<file path="src/rtl/sar_scan_sequencer_if.sv">
// Bundle between the scan sequencer, its control layer, the shared SAR ADC
// and the result consumer. The sequencer uses the slave view; whatever
// drives requests, ADC status and result_ready uses the master view.
interface sar_scan_sequencer_if #(
  parameter int NUM_CH = 4,
  parameter int DATA_W = 10,
  parameter int CH_W   = $clog2(NUM_CH)
);
  // Scan control
  logic [NUM_CH-1:0] ch_enable;
  logic              start;
  logic              continuous;
  logic              busy;
  logic              timeout_err;
  logic              err_clear;
  // ADC side
  logic [CH_W-1:0]   mux_sel;
  logic              hold_digital;
  logic              adc_eoc;
  logic [DATA_W-1:0] adc_result;
  // Result stream
  logic [DATA_W-1:0] result_data;
  logic [CH_W-1:0]   result_ch;
  logic              result_valid;
  logic              result_ready;

  modport master (
    output ch_enable, start, continuous, err_clear,
    output adc_eoc, adc_result, result_ready,
    input  busy, timeout_err, mux_sel, hold_digital,
    input  result_data, result_ch, result_valid
  );

  modport slave (
    input  ch_enable, start, continuous, err_clear,
    input  adc_eoc, adc_result, result_ready,
    output busy, timeout_err, mux_sel, hold_digital,
    output result_data, result_ch, result_valid
  );
endinterface

</file>
<file path="src/rtl/sar_scan_sequencer.sv">
// Multi-channel scan scheduler for a shared SAR ADC. Walks the enabled
// channels in ascending order: selects the mux, lets it settle, requests a
// hold/conversion, waits for a rising end-of-conversion and presents the
// tagged code on a valid/ready stream. A conversion that never completes
// raises a sticky timeout flag and the scan moves on without a result.
module sar_scan_sequencer #(
  parameter int NUM_CH        = 4,
  parameter int DATA_W        = 10,
  parameter int SETTLE_CYCLES = 2,
  parameter int CONV_TIMEOUT  = 64,
  parameter int CH_W          = $clog2(NUM_CH)
) (
  input logic                 clk,
  input logic                 reset,
  sar_scan_sequencer_if.slave bus
);

  localparam int SET_W = $clog2(SETTLE_CYCLES + 1);
  localparam int TO_W  = $clog2(CONV_TIMEOUT + 1);

  typedef enum logic [2:0] {
    S_IDLE,
    S_SETTLE,
    S_HOLD,
    S_CONVERT,
    S_STORE
  } state_t;

  state_t              r_state;
  logic [NUM_CH-1:0]   r_mask;
  logic [CH_W-1:0]     r_ch;
  logic [SET_W-1:0]    r_settle_cnt;
  logic [TO_W-1:0]     r_to_cnt;
  logic                r_eoc_d;
  logic [DATA_W-1:0]   r_result_data;
  logic [CH_W-1:0]     r_result_ch;
  logic                r_result_valid;
  logic                r_timeout_err;

  state_t              w_state_nxt;
  logic [NUM_CH-1:0]   w_mask_nxt;
  logic [CH_W-1:0]     w_ch_nxt;
  logic [SET_W-1:0]    w_settle_nxt;
  logic [TO_W-1:0]     w_to_nxt;
  logic [DATA_W-1:0]   w_data_nxt;
  logic [CH_W-1:0]     w_rch_nxt;
  logic                w_valid_nxt;
  logic                w_terr_set;
  logic                w_advance;
  logic                w_eoc_rise;

  logic                w_first_vld;
  logic [CH_W-1:0]     w_first_ch;
  logic                w_next_vld;
  logic [CH_W-1:0]     w_next_ch;

  // Channel search: lowest bit of the live enable mask (scan start or
  // rescan) and next bit above the current channel in the latched mask.
  always_comb begin
    w_first_vld = 1'b0;
    w_first_ch  = '0;
    w_next_vld  = 1'b0;
    w_next_ch   = '0;
    for (int i = NUM_CH - 1; i >= 0; i--) begin
      if (bus.ch_enable[i]) begin
        w_first_vld = 1'b1;
        w_first_ch  = CH_W'(i);
      end
      if (r_mask[i] && (i > int'(r_ch))) begin
        w_next_vld = 1'b1;
        w_next_ch  = CH_W'(i);
      end
    end
  end

  // Only a 0->1 transition on eoc counts as a finished conversion, so a
  // level left high from a previous conversion cannot be captured twice.
  assign w_eoc_rise = bus.adc_eoc & ~r_eoc_d;

  // Next-state and datapath-update logic for the scan FSM.
  always_comb begin
    w_state_nxt  = r_state;
    w_mask_nxt   = r_mask;
    w_ch_nxt     = r_ch;
    w_settle_nxt = r_settle_cnt;
    w_to_nxt     = r_to_cnt;
    w_data_nxt   = r_result_data;
    w_rch_nxt    = r_result_ch;
    w_valid_nxt  = r_result_valid;
    w_terr_set   = 1'b0;
    w_advance    = 1'b0;

    unique case (r_state)
      S_IDLE: begin
        if (bus.start && w_first_vld) begin
          w_mask_nxt   = bus.ch_enable;
          w_ch_nxt     = w_first_ch;
          w_settle_nxt = '0;
          w_state_nxt  = S_SETTLE;
        end
      end
      S_SETTLE: begin
        if (r_settle_cnt == SET_W'(SETTLE_CYCLES - 1)) begin
          w_settle_nxt = '0;
          w_state_nxt  = S_HOLD;
        end else begin
          w_settle_nxt = r_settle_cnt + 1'b1;
        end
      end
      S_HOLD: begin
        w_to_nxt    = '0;
        w_state_nxt = S_CONVERT;
      end
      S_CONVERT: begin
        // A real edge on the final allowed cycle still wins over timeout.
        if (w_eoc_rise) begin
          w_data_nxt  = bus.adc_result;
          w_rch_nxt   = r_ch;
          w_valid_nxt = 1'b1;
          w_state_nxt = S_STORE;
        end else if (r_to_cnt == TO_W'(CONV_TIMEOUT - 1)) begin
          w_terr_set = 1'b1;
          w_advance  = 1'b1;
        end else begin
          w_to_nxt = r_to_cnt + 1'b1;
        end
      end
      S_STORE: begin
        if (bus.result_ready && r_result_valid) begin
          w_valid_nxt = 1'b0;
          w_advance   = 1'b1;
        end
      end
      default: begin
        w_state_nxt = S_IDLE;
      end
    endcase

    // Move to the next channel; continuous mode is only consulted once the
    // latched mask is exhausted, and it re-reads the live enable mask.
    if (w_advance) begin
      if (w_next_vld) begin
        w_ch_nxt     = w_next_ch;
        w_settle_nxt = '0;
        w_state_nxt  = S_SETTLE;
      end else if (bus.continuous && w_first_vld) begin
        w_mask_nxt   = bus.ch_enable;
        w_ch_nxt     = w_first_ch;
        w_settle_nxt = '0;
        w_state_nxt  = S_SETTLE;
      end else begin
        w_state_nxt = S_IDLE;
      end
    end
  end

  // State, counters and result registers; reset clears everything.
  always_ff @(posedge clk or negedge reset) begin
    if (!reset) begin
      r_state        <= S_IDLE;
      r_mask         <= '0;
      r_ch           <= '0;
      r_settle_cnt   <= '0;
      r_to_cnt       <= '0;
      r_result_data  <= '0;
      r_result_ch    <= '0;
      r_result_valid <= 1'b0;
    end else begin
      r_state        <= w_state_nxt;
      r_mask         <= w_mask_nxt;
      r_ch           <= w_ch_nxt;
      r_settle_cnt   <= w_settle_nxt;
      r_to_cnt       <= w_to_nxt;
      r_result_data  <= w_data_nxt;
      r_result_ch    <= w_rch_nxt;
      r_result_valid <= w_valid_nxt;
    end
  end

  // Previous-cycle eoc level for edge detection, tracked in every state.
  always_ff @(posedge clk or negedge reset) begin
    if (!reset) begin
      r_eoc_d <= 1'b0;
    end else begin
      r_eoc_d <= bus.adc_eoc;
    end
  end

  // Sticky timeout flag; a clear in the same cycle as a new timeout wins.
  always_ff @(posedge clk or negedge reset) begin
    if (!reset) begin
      r_timeout_err <= 1'b0;
    end else if (bus.err_clear) begin
      r_timeout_err <= 1'b0;
    end else if (w_terr_set) begin
      r_timeout_err <= 1'b1;
    end
  end

  // Hold is decoded straight from the state register so the async reset
  // drops it immediately and mux_sel can never move while it is high.
  assign bus.mux_sel      = r_ch;
  assign bus.hold_digital = (r_state == S_HOLD) || (r_state == S_CONVERT);
  assign bus.busy         = (r_state != S_IDLE);
  assign bus.result_data  = r_result_data;
  assign bus.result_ch    = r_result_ch;
  assign bus.result_valid = r_result_valid;
  assign bus.timeout_err  = r_timeout_err;

endmodule

</file>
<file path="src/flat_wrapper.sv">
// flat-port wrapper written by rule: the top's interface ports become plain ports
module sar_scan_sequencer_flat 
#(
  parameter int NUM_CH        = 4,
  parameter int DATA_W        = 10,
  parameter int SETTLE_CYCLES = 2,
  parameter int CONV_TIMEOUT  = 64,
  parameter int CH_W          = $clog2(NUM_CH)
)
  (clk, reset, bus_ch_enable, bus_start, bus_continuous, bus_err_clear, bus_adc_eoc, bus_adc_result, bus_result_ready, bus_busy, bus_timeout_err, bus_mux_sel, bus_hold_digital, bus_result_data, bus_result_ch, bus_result_valid);
  sar_scan_sequencer_if #(.NUM_CH(NUM_CH), .DATA_W(DATA_W), .CH_W(CH_W)) bus_i ();
  input logic clk;
  input logic reset;
  input wire logic [$bits(bus_i.ch_enable)-1:0] bus_ch_enable;
  input wire logic [$bits(bus_i.start)-1:0] bus_start;
  input wire logic [$bits(bus_i.continuous)-1:0] bus_continuous;
  input wire logic [$bits(bus_i.err_clear)-1:0] bus_err_clear;
  input wire logic [$bits(bus_i.adc_eoc)-1:0] bus_adc_eoc;
  input wire logic [$bits(bus_i.adc_result)-1:0] bus_adc_result;
  input wire logic [$bits(bus_i.result_ready)-1:0] bus_result_ready;
  output wire logic [$bits(bus_i.busy)-1:0] bus_busy;
  output wire logic [$bits(bus_i.timeout_err)-1:0] bus_timeout_err;
  output wire logic [$bits(bus_i.mux_sel)-1:0] bus_mux_sel;
  output wire logic [$bits(bus_i.hold_digital)-1:0] bus_hold_digital;
  output wire logic [$bits(bus_i.result_data)-1:0] bus_result_data;
  output wire logic [$bits(bus_i.result_ch)-1:0] bus_result_ch;
  output wire logic [$bits(bus_i.result_valid)-1:0] bus_result_valid;
  assign bus_i.ch_enable = bus_ch_enable;
  assign bus_i.start = bus_start;
  assign bus_i.continuous = bus_continuous;
  assign bus_i.err_clear = bus_err_clear;
  assign bus_i.adc_eoc = bus_adc_eoc;
  assign bus_i.adc_result = bus_adc_result;
  assign bus_i.result_ready = bus_result_ready;
  assign bus_busy = bus_i.busy;
  assign bus_timeout_err = bus_i.timeout_err;
  assign bus_mux_sel = bus_i.mux_sel;
  assign bus_hold_digital = bus_i.hold_digital;
  assign bus_result_data = bus_i.result_data;
  assign bus_result_ch = bus_i.result_ch;
  assign bus_result_valid = bus_i.result_valid;
  sar_scan_sequencer #(.NUM_CH(NUM_CH), .DATA_W(DATA_W), .SETTLE_CYCLES(SETTLE_CYCLES), .CONV_TIMEOUT(CONV_TIMEOUT), .CH_W(CH_W)) u_core (.clk(clk), .reset(reset), .bus(bus_i));
endmodule
</file>
<file path="config.mk">
export PLATFORM = sky130hd
export DESIGN_NAME = sar_scan_sequencer_flat
export DESIGN_NICKNAME = d
export VERILOG_FILES = /design/src/rtl/sar_scan_sequencer_if.sv /design/src/rtl/sar_scan_sequencer.sv /design/src/flat_wrapper.sv
export SDC_FILE = /design/constraint.sdc
export NUM_CORES = 1
export LEC_CHECK = 0
export ABC_AREA = 1
export BUFFER_PORTS_ARGS = -buffer_cell sky130_fd_sc_hd__buf_2
export CAP_MARGIN = 30
export CORE_UTILIZATION = 56
export DETAILED_ROUTE_END_ITERATION = 7
export PLACE_DENSITY_LB_ADDON = 0.2
export SLEW_MARGIN = 10
export SYNTH_ARGS = -nofsm -noshare
export SYNTH_HDL_FRONTEND = slang
export SYNTH_SLANG_ARGS = --single-unit
</file>
<file path="constraint.sdc">
create_clock -name clk -period 3.2 [get_ports clk]
set_input_delay 0.48 -clock clk [delete_from_list [all_inputs] [get_ports clk]]
set_output_delay 0.48 -clock clk [all_outputs]
set_load 0.05 [all_outputs]
</file>
After elaboration in Yosys (flattened, before gate mapping)
Index checks and enable logic that the tools add are counted.
- flip-flop bits (word level): 33
- output and inout port bits: 18
- input port bits: 21
- word-level logic and storage cells: 97
- add/subtract/negate cells: 2
- reduce and logical (&&, ||, !) cells: 16
- equal/unequal tests: 14
- $lt $le $gt $ge: 3
- bitwise gates (word level): 2
- mux-type cells: 50
- operators by type and width (cell ; number):
    $mux W2 ; 17
    $mux W4 ; 5
    $mux W1 ; 16
    $mux W3 ; 5
    $pmux W3 S5 ; 1
    $mux W7 ; 2
    $pmux W7 S2 ; 1
    $ne A3 B1 Y1 const B ; 3
    $add A7 B1 Y7 const B ; 1
    $eq A7 B6 Y1 const B ; 1
    $eq A3 B2 Y1 const B ; 2
    $logic_and A1 B1 Y1 ; 6
    $ne A2 B1 Y1 const B ; 3
    $reduce_and A3 Y1 ; 2
    $reduce_bool A2 Y1 ; 3
    $gt A2 B2 Y1 const A ; 2
    $ne A2 B2 Y1 const B ; 2
    $pmux W1 S2 ; 2
    $pmux W2 S2 ; 1
    $reduce_and A4 Y1 ; 1
    $eq A3 B1 Y1 const B ; 1
    $eq A3 B3 Y1 const B ; 1
    $logic_not A3 Y1 ; 1
    $reduce_bool A3 Y1 ; 1
    other kinds (7) ; 7

Logic depth before layout (Yosys ltp)
- word-level depth: 10
- mapped depth: 10
- depth with buffers taken out: 10

Worst setup path before layout
No wires, ideal clock.
- kind: register -> register
- from: register u_core.r_state[0]
- to: register u_core.r_ch[0] (netlist: u_core.bus.mux_sel[0])
- data required time: 3077 ps
- data arrival time: 1515 ps
- slack: 1562 ps
- cell stages (with the launch flop): 9
- library setup time: 123 ps
- period minus slack after synthesis: 1638 ps
- buffers on the path: 0
- path through: dfrtp_1 inv_2 nand3_1 nor2_1 nand2_1 nand3_1 nand2_1 nand2_1 a21oi_1
- cells in the longest elaborated chain, start to end: 5
- elaborated cells between the ends (all ways): 8
- those cells by class: eq/ne: 2; mux: 5; reduce/logical: 1
- ends and longest elaborated chain (element ; RTL line ; RTL):
    from (decl) ; sar_scan_sequencer.sv:29 ; state_t r_state;
    from (signal assigned) ; sar_scan_sequencer.sv:169 ; r_state <= w_state_nxt;
    $logic_not A3 Y1 ; sar_scan_sequencer.sv:93 ; unique case (r_state)
    $mux W2 ; sar_scan_sequencer.sv:93 ;
    $mux W2 ; sar_scan_sequencer.sv:146 ; end else if (bus.continuous && w_first_vld) begin
    $mux W2 ; sar_scan_sequencer.sv:142 ; if (w_next_vld) begin
    $mux W2 * ; sar_scan_sequencer.sv:141 ; if (w_advance) begin
    named net u_core.w_ch_nxt[0] ; sar_scan_sequencer.sv:42 ; logic [CH_W-1:0] w_ch_nxt;
    to (signal assigned) ; sar_scan_sequencer.sv:171 ; r_ch <= w_ch_nxt;
    to (decl) ; sar_scan_sequencer.sv:31 ; logic [CH_W-1:0] r_ch;
Mark *: on every way through the listed nets, which the timed path passes. The rest lies on a longest branch.
A chain may end at the register's enable or synchronous reset.

Worst setup path in the final report
- from: register u_core.r_state[2]
- to: output bus_hold_digital
- cells in the longest elaborated chain, start to end: 2
- elaborated cells between the ends (all ways): 3
- those cells by class: eq/ne: 2; reduce/logical: 1
- ends and longest elaborated chain (element ; RTL line ; RTL):
    $eq A3 B2 Y1 ; sar_scan_sequencer.sv:203 ; assign bus.hold_digital = (r_state == S_HOLD) || (r_state == S_CONVERT);
    $logic_or A1 B1 Y1 * ; sar_scan_sequencer.sv:203 ;
    to (decl) ; flat_wrapper.sv:24 ; output wire logic [$bits(bus_i.hold_digital)-1:0] bus_hold_digital;
Every way passes the cells marked *; elsewhere a longest branch is shown, timed or not.

==> summary.txt <==
CTS
  – CTS Buffer Depth: 2
  – CTS clock-pin slew for the worst setup and hold paths: roughly 0.10 ns
  – CTS root buffer: clkbuf_4
  – CTS tree: done
  – Post-CTS Hold Fix Bufs: 0
  – Clk_lat worst skew: roughly 0.33 ns
  – PostCTS Resize Cnt: 0
  – CTS Buf Count: 5
  – Post-CTS Setup Inserts: 0
  – CTS Sinks: 32
  – CTS H-tree depth: 2

Die
  – Row Count: 18
  – Core area: 0.00257 mm²
  – Ports: 39
  – Initial Utilization: between 60% and 70%
  – DIE AREA: roughly 0.003 mm²
  – Die width: 55.0 µm
  – Die H: between 50 and 60 µm

Detailed routing
  – WL per Instance: 12.4 µm
  – 1st-iter DRT viols: 35
  – Routed wire length: around 3400 µm
  – Residual DRC count: 0
  – DR pass1 iterations: 4
  – ANT nets after route: 0
  – Routed vias/inst: between 5 and 6
  – DR vias: between 1000 and 1500

Placement
  – HPWL after detailed placement: 2420 µm
  – Port Buffers: 38
  – Final RePlAce weighted congestion: about 0.76
  – Number of instances in the placed design: between 200 and 300

Yosys
  – Synth Area in Adders: less than 1%
  – Sequential-to-total area share from yosys stat: between 50% and 60%
  – Post-synth EDFFs: 0
  – Syn Area/Cell: 7.96 µm²
  – YS warnings: 0
  – Mux contribution to synthesized area: 0%
  – Mapped Area: 0.00158 mm²
  – Synth Area in XOR/XNOR: less than 1%
  – Post-synthesis compound-gate area fraction: approximately 9.3%
  – Synth Instances: between 150 and 200
  – Syn Nets: 220
  – Simple-gate share of the synthesized area: 33.2%
  – Ys flop type: dfrtp_1
  – Post-synth ARST share: 100%
  – Synth cell types: 31
  – Yosys reg bits: 32
  – Largest family of logic cells by synthesized area: simple AND/OR/NAND/NOR gates

Global routing
  – Global-route total usage across every layer: between 20 and 30%
  – First-pass GRT wire length: around 5200 µm
  – Overflow after GRT: 0
  – Antenna violations before repair: 0
  – Largest net degree at the start of global routing: 33
  – Number of global-route vias before repair: 1261

Layout
  – Multi-input combinational cell area: 691 µm²
  – Antenna diode count: 0
  – Fillcell total: 216
  – Reg area: approximately 800 µm²
  – Final std cells w/o fill: approximately 270
  – Synth-to-layout area growth: 18.7%
  – Most common cell after layout, fill and taps aside: nand2_1
  – Commonest non-fill, non-tap cells in the layout: 75 x nand2_1, 38 x buf_2, 32 x dfrtp_1
  – Final nets: 263
  – Share of cells above drive strength 1: around a quarter

STA
  – Min Clock Period, post-route: approximately 1.8 ns
  – Setup TNS: 0 ns
  – Relative slew margins: approximately 54%
  – Final cycle utilization of the critical path: a little over half
  – Final hold vios: 0
  – F_max: ~570 MHz
  – Layout Skew: 0.00401 ns
  – Max Slew Vio Count: 0
  – Endpoints failing setup: 0
  – RSZ-0062 raised after global routing: no
  – Least-Margin Pin Slew: 0.685 ns

Setup path
  – Crit path arrival time: 1.28 ns
  – Critical path launch point: u_core.r_state[2]
  – Crit start category: register
  – R2R cell count: 9
  – Critical R2R Capture: u_core.r_state[0]
  – Worst setup path end: bus_hold_digital
  – CP Max Fanout: 4
  – Req. time, crit path: 2.72 ns
  – Worst reg2reg startpoint: u_core.r_to_cnt[0]
  – Crit Path Category: reg2out
  – R2R Setup Slk: 1.57 ns
  – CP Capture Type: primary output

Min path
  – Worst hold-check path type: in2async

Run
  – Max Cap Viol: 0

Power
  – Leak: approximately 1.0 nW
  – Pwr Density: around 1000 mW/mm²
  – VDD IR max: approximately 760 µV

Outcome
  – Status: completed
worst min path at each step:
| stage | startpoint | end | slack [ns] | cells after the start |
|---|---|---|---|---|
| final | reset | u_core.r_to_cnt[4] | 0.17 | 1 |
| after global routing | reset | u_core.bus.result_data[3] | 0.23 | 1 |
| after CTS | reset | u_core.r_to_cnt[6] | 0.19 | 1 |
| after detailed placement | u_core.bus.result_data[4] | u_core.bus.result_data[4] | 0.46 | 2 |
| after global placement | u_core.bus.result_data[3] | u_core.bus.result_data[3] | 0.46 | 2 |
| after floorplan | reset | u_core.bus.mux_sel[0] | 0.18 | 0 |
cells in the mapped netlist (2+ instances only):
cell type | n | area share, %
nand3b_1 | 2 | 0.95
nor2_1 | 15 | 3.6
nor3_1 | 2 | 0.64
nand2_2 | 3 | 1.2
nand3_1 | 13 | 4.1
o21ai_0 | 7 | 2.2
a21oi_1 | 6 | 1.9
nand2_1 | 75 | 18
o21ai_1 | 3 | 0.95
dfrtp_1 | 32 | 51
inv_1 | 16 | 3.8
nand4_1 | 2 | 0.79
inv_2 | 4 | 0.95
registers in the layout (all words and copies together) (netlist names):
| register | count |
|---|---|
| u_core.bus.result_data | 10 |
| u_core.r_to_cnt | 7 |
| u_core.r_mask | 3 |
| u_core.r_state | 3 |
| u_core.bus.mux_sel | 2 |
| u_core.bus.result_ch | 2 |
| u_core.r_settle_cnt | 2 |
| u_core.bus.result_valid | 1 |
| u_core.bus.timeout_err | 1 |
| u_core.r_eoc_d | 1 |
area by class of cell:
| class | instances | area share [%] |
|---|---|---|
| multi-input combinational | 144 | 36.9 |
| tap | 30 | 2.01 |
| clock inverter | 2 | 1.87 |
| sequential | 32 | 42.8 |
| inverter | 20 | 4.01 |
| clock buffer | 6 | 2.21 |
| timing repair buffer | 38 | 10.2 |
per-stage QoR:
stage | util (%) | power, W | cell area (µm²) | hold slack, ns | setup WS, ns
final | 72.9 | 0.00189 | 1870 | 0.174 | 1.44
after global routing | 72.9 | 0.00201 | 1870 | 0.233 | 1.38
after CTS | 72.9 | 0.00189 | 1870 | 0.194 | 1.44
after detailed placement | 69.9 | 0.00159 | 1790 | 0.460 | 1.42
after global placement | 69.9 | 0.00157 | 1790 | 0.464 | 1.49
after floorplan | - | 0.00137 | 1580 | 0.184 | 1.56
critical path, cell delays in order, from the launching register on:
cell     delay, ns
dfrtp_1       0.40
inv_2         0.10
nand2_2       0.08
inv_2         0.10
buf_2         0.27
routing by layer:
| metal | track usage [%] | wire length [µm] |
|---|---|---|
| met4 | 12.1 | 45 |
| met5 | 0 | 0 |
| met1 | 31.2 | 1610 |
| met3 | 6.56 | 151 |
| met2 | 40.8 | 1560 |
kinds of logic (layout without fill, tap and decap cells):
group / Yosys count / in the layout
DFF: 32 / 32
and+or+nand+nor: 119 / 119
buffers and inverters: 22 / 66
adders and majority gates: 1 / 1
AOI/OAI and AO/OA: 23 / 23
xor gates and xnor gates: 1 / 1
power breakdown:
| part | internal, W | switching [W] | total (W) |
|---|---|---|---|
| registers | 0.000548 | 0.0000969 | 0.000645 |
| clock network | 0.000164 | 0.000140 | 0.000304 |
| logic | 0.000239 | 0.000707 | 0.000946 |
Note: power is estimated with default switching activity, not from simulation.
